### src/rtl/gtp_rx.sv
// Receive-side framer for the GTP link: splits data frames into payload RAM writes,
// checks the CRC-32 trailer and flags trigger frames and framing errors.
module gtp_rx #(
   parameter logic [31:0] HEAD_WORD     = 32'h0000FFBC,
   parameter logic [31:0] END_WORD      = 32'h0000FFBD,
   parameter logic [31:0] TRIG_WORD     = 32'h0000FFBA,
   parameter logic [31:0] TRIG_END_WORD = 32'h0000FFBB
) (
   input  logic        log_clk,
   input  logic        log_rst_n,
   input  logic [31:0] m_axi_rx_tdata,
   input  logic        m_axi_rx_tvalid,
   input  logic        m_axi_rx_tlast,
   output logic [7:0]  rx_packet_addra,
   output logic [31:0] rx_packet_dina,
   output logic        rx_packet_wea,
   output logic [31:0] rx_packet_gtxid,
   output logic [31:0] rx_packet_head,
   output logic        rx_packet_done,
   output logic        rx_crc_err,
   output logic        rx_frame_err,
   output logic        rx_trigger
);

   localparam int                 DATA_W   = 32;
   localparam logic [DATA_W-1:0] CRC_POLY = 32'h04C11DB7;
   localparam logic [DATA_W-1:0] CRC_INIT = 32'hFFFFFFFF;

   typedef enum logic [2:0] {
      S_IDLE, S_GTXID, S_LENGTH, S_DATA, S_CHECK, S_END, S_TRIG_END, S_DROP
   } state_t;

   state_t state, state_nx;

   logic [DATA_W-1:0] crc;
   logic [DATA_W-1:0] gtxid_cap;
   logic [DATA_W-1:0] head_cap;
   logic [7:0]        len_n;
   logic [7:0]        base_addr;
   logic [7:0]        word_cnt;
   logic              crc_ok;

   logic wr, ld_gtxid, ld_len, ld_chk;
   logic ev_done, ev_crc_err, ev_frame_err, ev_trig;

   logic              wea_p1;
   logic [7:0]        addra_p1;
   logic [DATA_W-1:0] dina_p1;
   logic              done_p1, crc_err_p1, frame_err_p1, trig_p1;
   logic [DATA_W-1:0] gtxid_p1, head_p1;

   // 32-bit parallel CRC-32 step, data consumed MSB first
   function automatic logic [DATA_W-1:0] crc32_d32(input logic [DATA_W-1:0] d,
                                                   input logic [DATA_W-1:0] c);
      logic [DATA_W-1:0] r;
      r = c;
      for (int i = DATA_W - 1; i >= 0; i--) begin
         r = {r[DATA_W-2:0], 1'b0} ^ ((r[DATA_W-1] ^ d[i]) ? CRC_POLY : '0);
      end
      return r;
   endfunction

   always_ff @(posedge log_clk or negedge log_rst_n) begin
      if (!log_rst_n) state <= S_IDLE;
      else            state <= state_nx;
   end

   always_comb begin
      state_nx     = state;
      wr           = 1'b0;
      ld_gtxid     = 1'b0;
      ld_len       = 1'b0;
      ld_chk       = 1'b0;
      ev_done      = 1'b0;
      ev_crc_err   = 1'b0;
      ev_frame_err = 1'b0;
      ev_trig      = 1'b0;
      if (m_axi_rx_tvalid) begin
         case (state)
            S_IDLE: begin
               if (m_axi_rx_tdata == HEAD_WORD || m_axi_rx_tdata == TRIG_WORD) begin
                  if (m_axi_rx_tlast) ev_frame_err = 1'b1;
                  else if (m_axi_rx_tdata == HEAD_WORD) state_nx = S_GTXID;
                  else state_nx = S_TRIG_END;
               end else if (!m_axi_rx_tlast) begin
                  state_nx = S_DROP;
               end
            end
            S_GTXID: begin
               if (m_axi_rx_tlast) begin
                  ev_frame_err = 1'b1;
                  state_nx     = S_IDLE;
               end else begin
                  ld_gtxid = 1'b1;
                  state_nx = S_LENGTH;
               end
            end
            S_LENGTH: begin
               if (m_axi_rx_tlast) begin
                  ev_frame_err = 1'b1;
                  state_nx     = S_IDLE;
               end else begin
                  ld_len   = 1'b1;
                  state_nx = (m_axi_rx_tdata[7:0] == 8'd0) ? S_CHECK : S_DATA;
               end
            end
            S_DATA: begin
               // a truncating beat still carries payload and is written
               wr = 1'b1;
               if (m_axi_rx_tlast) begin
                  ev_frame_err = 1'b1;
                  state_nx     = S_IDLE;
               end else if (word_cnt == len_n - 8'd1) begin
                  state_nx = S_CHECK;
               end
            end
            S_CHECK: begin
               if (m_axi_rx_tlast) begin
                  ev_frame_err = 1'b1;
                  state_nx     = S_IDLE;
               end else begin
                  ld_chk   = 1'b1;
                  state_nx = S_END;
               end
            end
            S_END: begin
               if (m_axi_rx_tdata == END_WORD && m_axi_rx_tlast) begin
                  ev_done    = crc_ok;
                  ev_crc_err = !crc_ok;
                  state_nx   = S_IDLE;
               end else begin
                  ev_frame_err = 1'b1;
                  state_nx     = m_axi_rx_tlast ? S_IDLE : S_DROP;
               end
            end
            S_TRIG_END: begin
               if (m_axi_rx_tdata == TRIG_END_WORD && m_axi_rx_tlast) begin
                  ev_trig  = 1'b1;
                  state_nx = S_IDLE;
               end else begin
                  ev_frame_err = 1'b1;
                  state_nx     = m_axi_rx_tlast ? S_IDLE : S_DROP;
               end
            end
            S_DROP: begin
               if (m_axi_rx_tlast) state_nx = S_IDLE;
            end
            default: state_nx = S_IDLE;
         endcase
      end
   end

   // frame context: CRC, captured header words, payload counters
   always_ff @(posedge log_clk or negedge log_rst_n) begin
      if (!log_rst_n) begin
         crc       <= CRC_INIT;
         gtxid_cap <= '0;
         head_cap  <= '0;
         len_n     <= '0;
         base_addr <= '0;
         word_cnt  <= '0;
         crc_ok    <= 1'b0;
      end else begin
         if (ld_gtxid) begin
            gtxid_cap <= m_axi_rx_tdata;
            crc       <= crc32_d32(m_axi_rx_tdata, CRC_INIT);
         end
         if (ld_len) begin
            head_cap  <= m_axi_rx_tdata;
            len_n     <= m_axi_rx_tdata[7:0];
            base_addr <= m_axi_rx_tdata[15:8];
            word_cnt  <= '0;
            crc       <= crc32_d32(m_axi_rx_tdata, crc);
         end
         if (wr) begin
            word_cnt <= word_cnt + 8'd1;
            crc      <= crc32_d32(m_axi_rx_tdata, crc);
         end
         if (ld_chk) crc_ok <= (m_axi_rx_tdata == crc);
      end
   end

   // registered RAM port and status pulses, one cycle after the beat
   always_ff @(posedge log_clk or negedge log_rst_n) begin
      if (!log_rst_n) begin
         wea_p1       <= 1'b0;
         addra_p1     <= '0;
         dina_p1      <= '0;
         done_p1      <= 1'b0;
         crc_err_p1   <= 1'b0;
         frame_err_p1 <= 1'b0;
         trig_p1      <= 1'b0;
         gtxid_p1     <= '0;
         head_p1      <= '0;
      end else begin
         wea_p1       <= wr;
         done_p1      <= ev_done;
         crc_err_p1   <= ev_crc_err;
         frame_err_p1 <= ev_frame_err;
         trig_p1      <= ev_trig;
         if (wr) begin
            addra_p1 <= base_addr + word_cnt;
            dina_p1  <= m_axi_rx_tdata;
         end
         if (ev_done) begin
            gtxid_p1 <= gtxid_cap;
            head_p1  <= head_cap;
         end
      end
   end

   assign rx_packet_wea   = wea_p1;
   assign rx_packet_addra = addra_p1;
   assign rx_packet_dina  = dina_p1;
   assign rx_packet_done  = done_p1;
   assign rx_crc_err      = crc_err_p1;
   assign rx_frame_err    = frame_err_p1;
   assign rx_trigger      = trig_p1;
   assign rx_packet_gtxid = gtxid_p1;
   assign rx_packet_head  = head_p1;

endmodule

### config.mk
export PLATFORM = sky130hd
export DESIGN_NAME = gtp_rx
export DESIGN_NICKNAME = d
export VERILOG_FILES = /design/src/rtl/gtp_rx.sv
export SDC_FILE = /design/constraint.sdc
export NUM_CORES = 1
export LEC_CHECK = 0
export BUFFER_PORTS_ARGS = -buffer_cell sky130_fd_sc_hd__clkbuf_2
export CAP_MARGIN = 20
export CORE_MARGIN = 4
export CORE_UTILIZATION = 50
export CTS_CLUSTER_DIAMETER = 200
export DETAILED_ROUTE_END_ITERATION = 10
export HOLD_SLACK_MARGIN = 0.03
export PLACE_DENSITY = 0.72
export SYNTH_ARGS = -nofsm -noshare
export SYNTH_HDL_FRONTEND = slang
export SYNTH_SLANG_ARGS = --single-unit
### constraint.sdc
create_clock -name log_clk -period 3.6 [get_ports log_clk]
set_input_delay 0.9 -clock log_clk [delete_from_list [all_inputs] [get_ports log_clk]]
set_output_delay 0.9 -clock log_clk [all_outputs]
set_load 0.03 [all_outputs]
==> run metrics <==
Die W=183 um; Mean Syn Cell Area=11.4 um2; Synth Flop Type=dfrtp_1; WL/cell=21.5 um; synthesized cell area=15400 um2; EDFF count, synth=0; vias in the first global route=11700; Max Root-Sink Buffers=3; max incr delay on CP=580 ps; combinational family with the most area after synthesis=XOR/XNOR gates; largest net degree at the start of global routing=108; storage element area=5470 um2; first drt pass iteration count=5; DR vias=11700; die height=183 um; most frequent cells in the layout=330 x buf_4, 258 x xnor2_1, 226 x nand2_1; maxcap violations=0; failing checks=setup timing; min setup slack post-route=-32.5 ps; post-synthesis cell count=1347; Worst Path Arrival=4090 ps; Synth Area in XOR/XNOR=40.8%; relative slew slack=36.9%; Cell Chain, Critical Path=buf_2 > buf_6 > xnor3_1 > xnor2_2 > buf_4 > xnor3_2 > xor2_4 > xor3_4 > xor2_4 > xnor3_1 > o211a_1 > a21oi_2; unrepaired setup endpoints after global routing=true; Synth Area in Compound Gates=4.48%; post-synthesis simple-gate area fraction=8.67%; commonest non-fill, non-tap cell in the layout=buf_4; startpoint types=primary input; Worst Tran Pin Value=946 ps; Fmax achieved=275 MHz; CTS buffer count=23; crit path buf inv count=3; slowest CP cell=xor3_4; kind of critical path=primary input to register; Port Buf Inserts=144; count of cell types in the netlist=60; multiplexer share of the synthesized area=6.51%; die area=33600 um2; ys async rst share=100%; drt drc=0; WL final=47.2 mm; Initial DRC Count=943; clk root buf=clkbuf_16; Final Hold Vio Count=0; post-DP HPWL=37.2 mm; design area=20700 um2; Post-DP Area=19200 um2; routed vias/inst=5.33; I/O pin count=145; DRT antenna net count=0; syn nets=1398; clock skew after layout=8.86 ps; Syn-to-layout area delta=34.7%; final net count=1842; worst-skew pair later-pin latency=530 ps; FF-to-FF Start=crc[27]; FF+latch count, synth=217; final-layout fill cell count=2210; crit end category=register; Sink Count=217; Adder-Cell Fraction of Synth Area=1.27%; reg2reg setup slack=40 ps; total global-route track usage=27.6%; share of layout cells above drive strength 1=45.2%; run status=complete, but fails checks; Hold WC Path Type=primary input to asynchronous set/reset pin; Final GP Congestion=0.979; CTS clk-pin slew, worst paths=60 ps; cell family with most CP delay=XOR/XNOR gates; grt ovf=0; post-route clock period utilization=101%; worst path required time=4050 ps; number of antenna violations at the first check in global routing=1; post-synthesis sequential area ratio=35.6%; Synthesis Warnings=0; count of final setup violators=3; crit path from=m_axi_rx_tdata[22]; multi-input logic area=10400 um2; min cycle time layout=3630 ps; Hold Buf Count CTS=0; CTS tree=built; first-pass GRT wire length=70.5 mm; Max H-tree Level=1; # rows=63; crit-path max FO=5; initial core utilization=51.3%; Slew Limit Fails=0; core area=30000 um2
[final cells by class]
cell class / count / share of cell area, %
Timing Repair Buffer: 495 / 17.3
Multi-Input combinational cell: 1037 / 50.1
Sequential cell: 217 / 26.4
Clock buffer: 33 / 3.15
Tap cell: 390 / 2.36
Clock inverter: 7 / 0.260
Inverter: 17 / 0.369
Antenna cell: 1 / 0.0121
[cell usage after synthesis (18+ instances only)]
library cell / n / area share, %
nor2_1: 21 / 0.51
o221ai_1: 18 / 1.0
dfstp_2: 32 / 5.5
o21ai_0: 47 / 1.5
nand2_1: 227 / 5.5
xor2_1: 87 / 5.0
clkbuf_1: 49 / 1.2
dfrtp_1: 185 / 30
mux2_2: 88 / 6.4
nand3_1: 18 / 0.59
xnor2_1: 299 / 17
xnor2_2: 18 / 1.9
xnor3_1: 58 / 8.5
[kinds of logic (layout without fill, tap and decap cells)]
logic type	after synthesis	in the layout
AOI/OAI and AO/OA	106	106
other	0	1
muxes	89	89
and+or+nand+nor	314	314
DFF	217	217
xor gates and xnor gates	513	513
buffers and inverters	93	552
adders and majority gates	15	15
[stage by stage]
step	util [%]	setup WS, ps	std cells	hold slack [ps]	TNS (ps)
global placement	64.0	-624	2112	455	-22270
finish	69.1	-32.5	2197	380	-55.5
CTS	67.4	1.04	2173	445	0
detailed placement	64.0	-663	2112	460	-21520
global route	69.1	-139	2197	472	-894
floorplan	-	-512	1347	432	-7090
[path summary, 6_finish.rpt]
path,to,depth (start not counted)
worst min-delay path,rx_packet_addra[4],1
min in group log_clk,gtxid_cap[11],2
max in group asynchronous,crc[5],2
worst max register to register,crc[11],10
worst max-delay path,crc[23],12
worst min register to register,gtxid_cap[11],2
[timing repair]
| action | in CTS | in global routing |
|---|---|---|
| pin swaps | 23 | 42 |
| resized for setup | 27 | 66 |
| setup endpoints to repair | 15 | 22 |
| setup buffers | 21 | 23 |
[registers in the layout, summed over array words and instances (netlist names)]
register,count
rx_packet_done,1
rx_packet_dina,32
gtxid_cap,32
rx_packet_gtxid,32
base_addr,7
rx_packet_addra,8
head_cap,18
rx_packet_head,32
word_cnt,8
rx_frame_err,1
rx_trigger,1
rx_crc_err,1
crc_ok,1
crc,32
state,3
len_n,7
rx_packet_wea,1
[routing by layer]
metal | wire, um | vias up | GRT usage [%]
met3 | 3270 | 106 | 4.36
li1 | - | 5326 | -
met1 | 19500 | 5811 | 37.9
met2 | 22500 | 464 | 45.7
met4 | 1850 | 0 | 8.16
met5 | 0 | - | 0
Power is left out: the tool's default activity adds up to more than one toggle a clock period on the data nets, which glitch-free logic cannot reach.
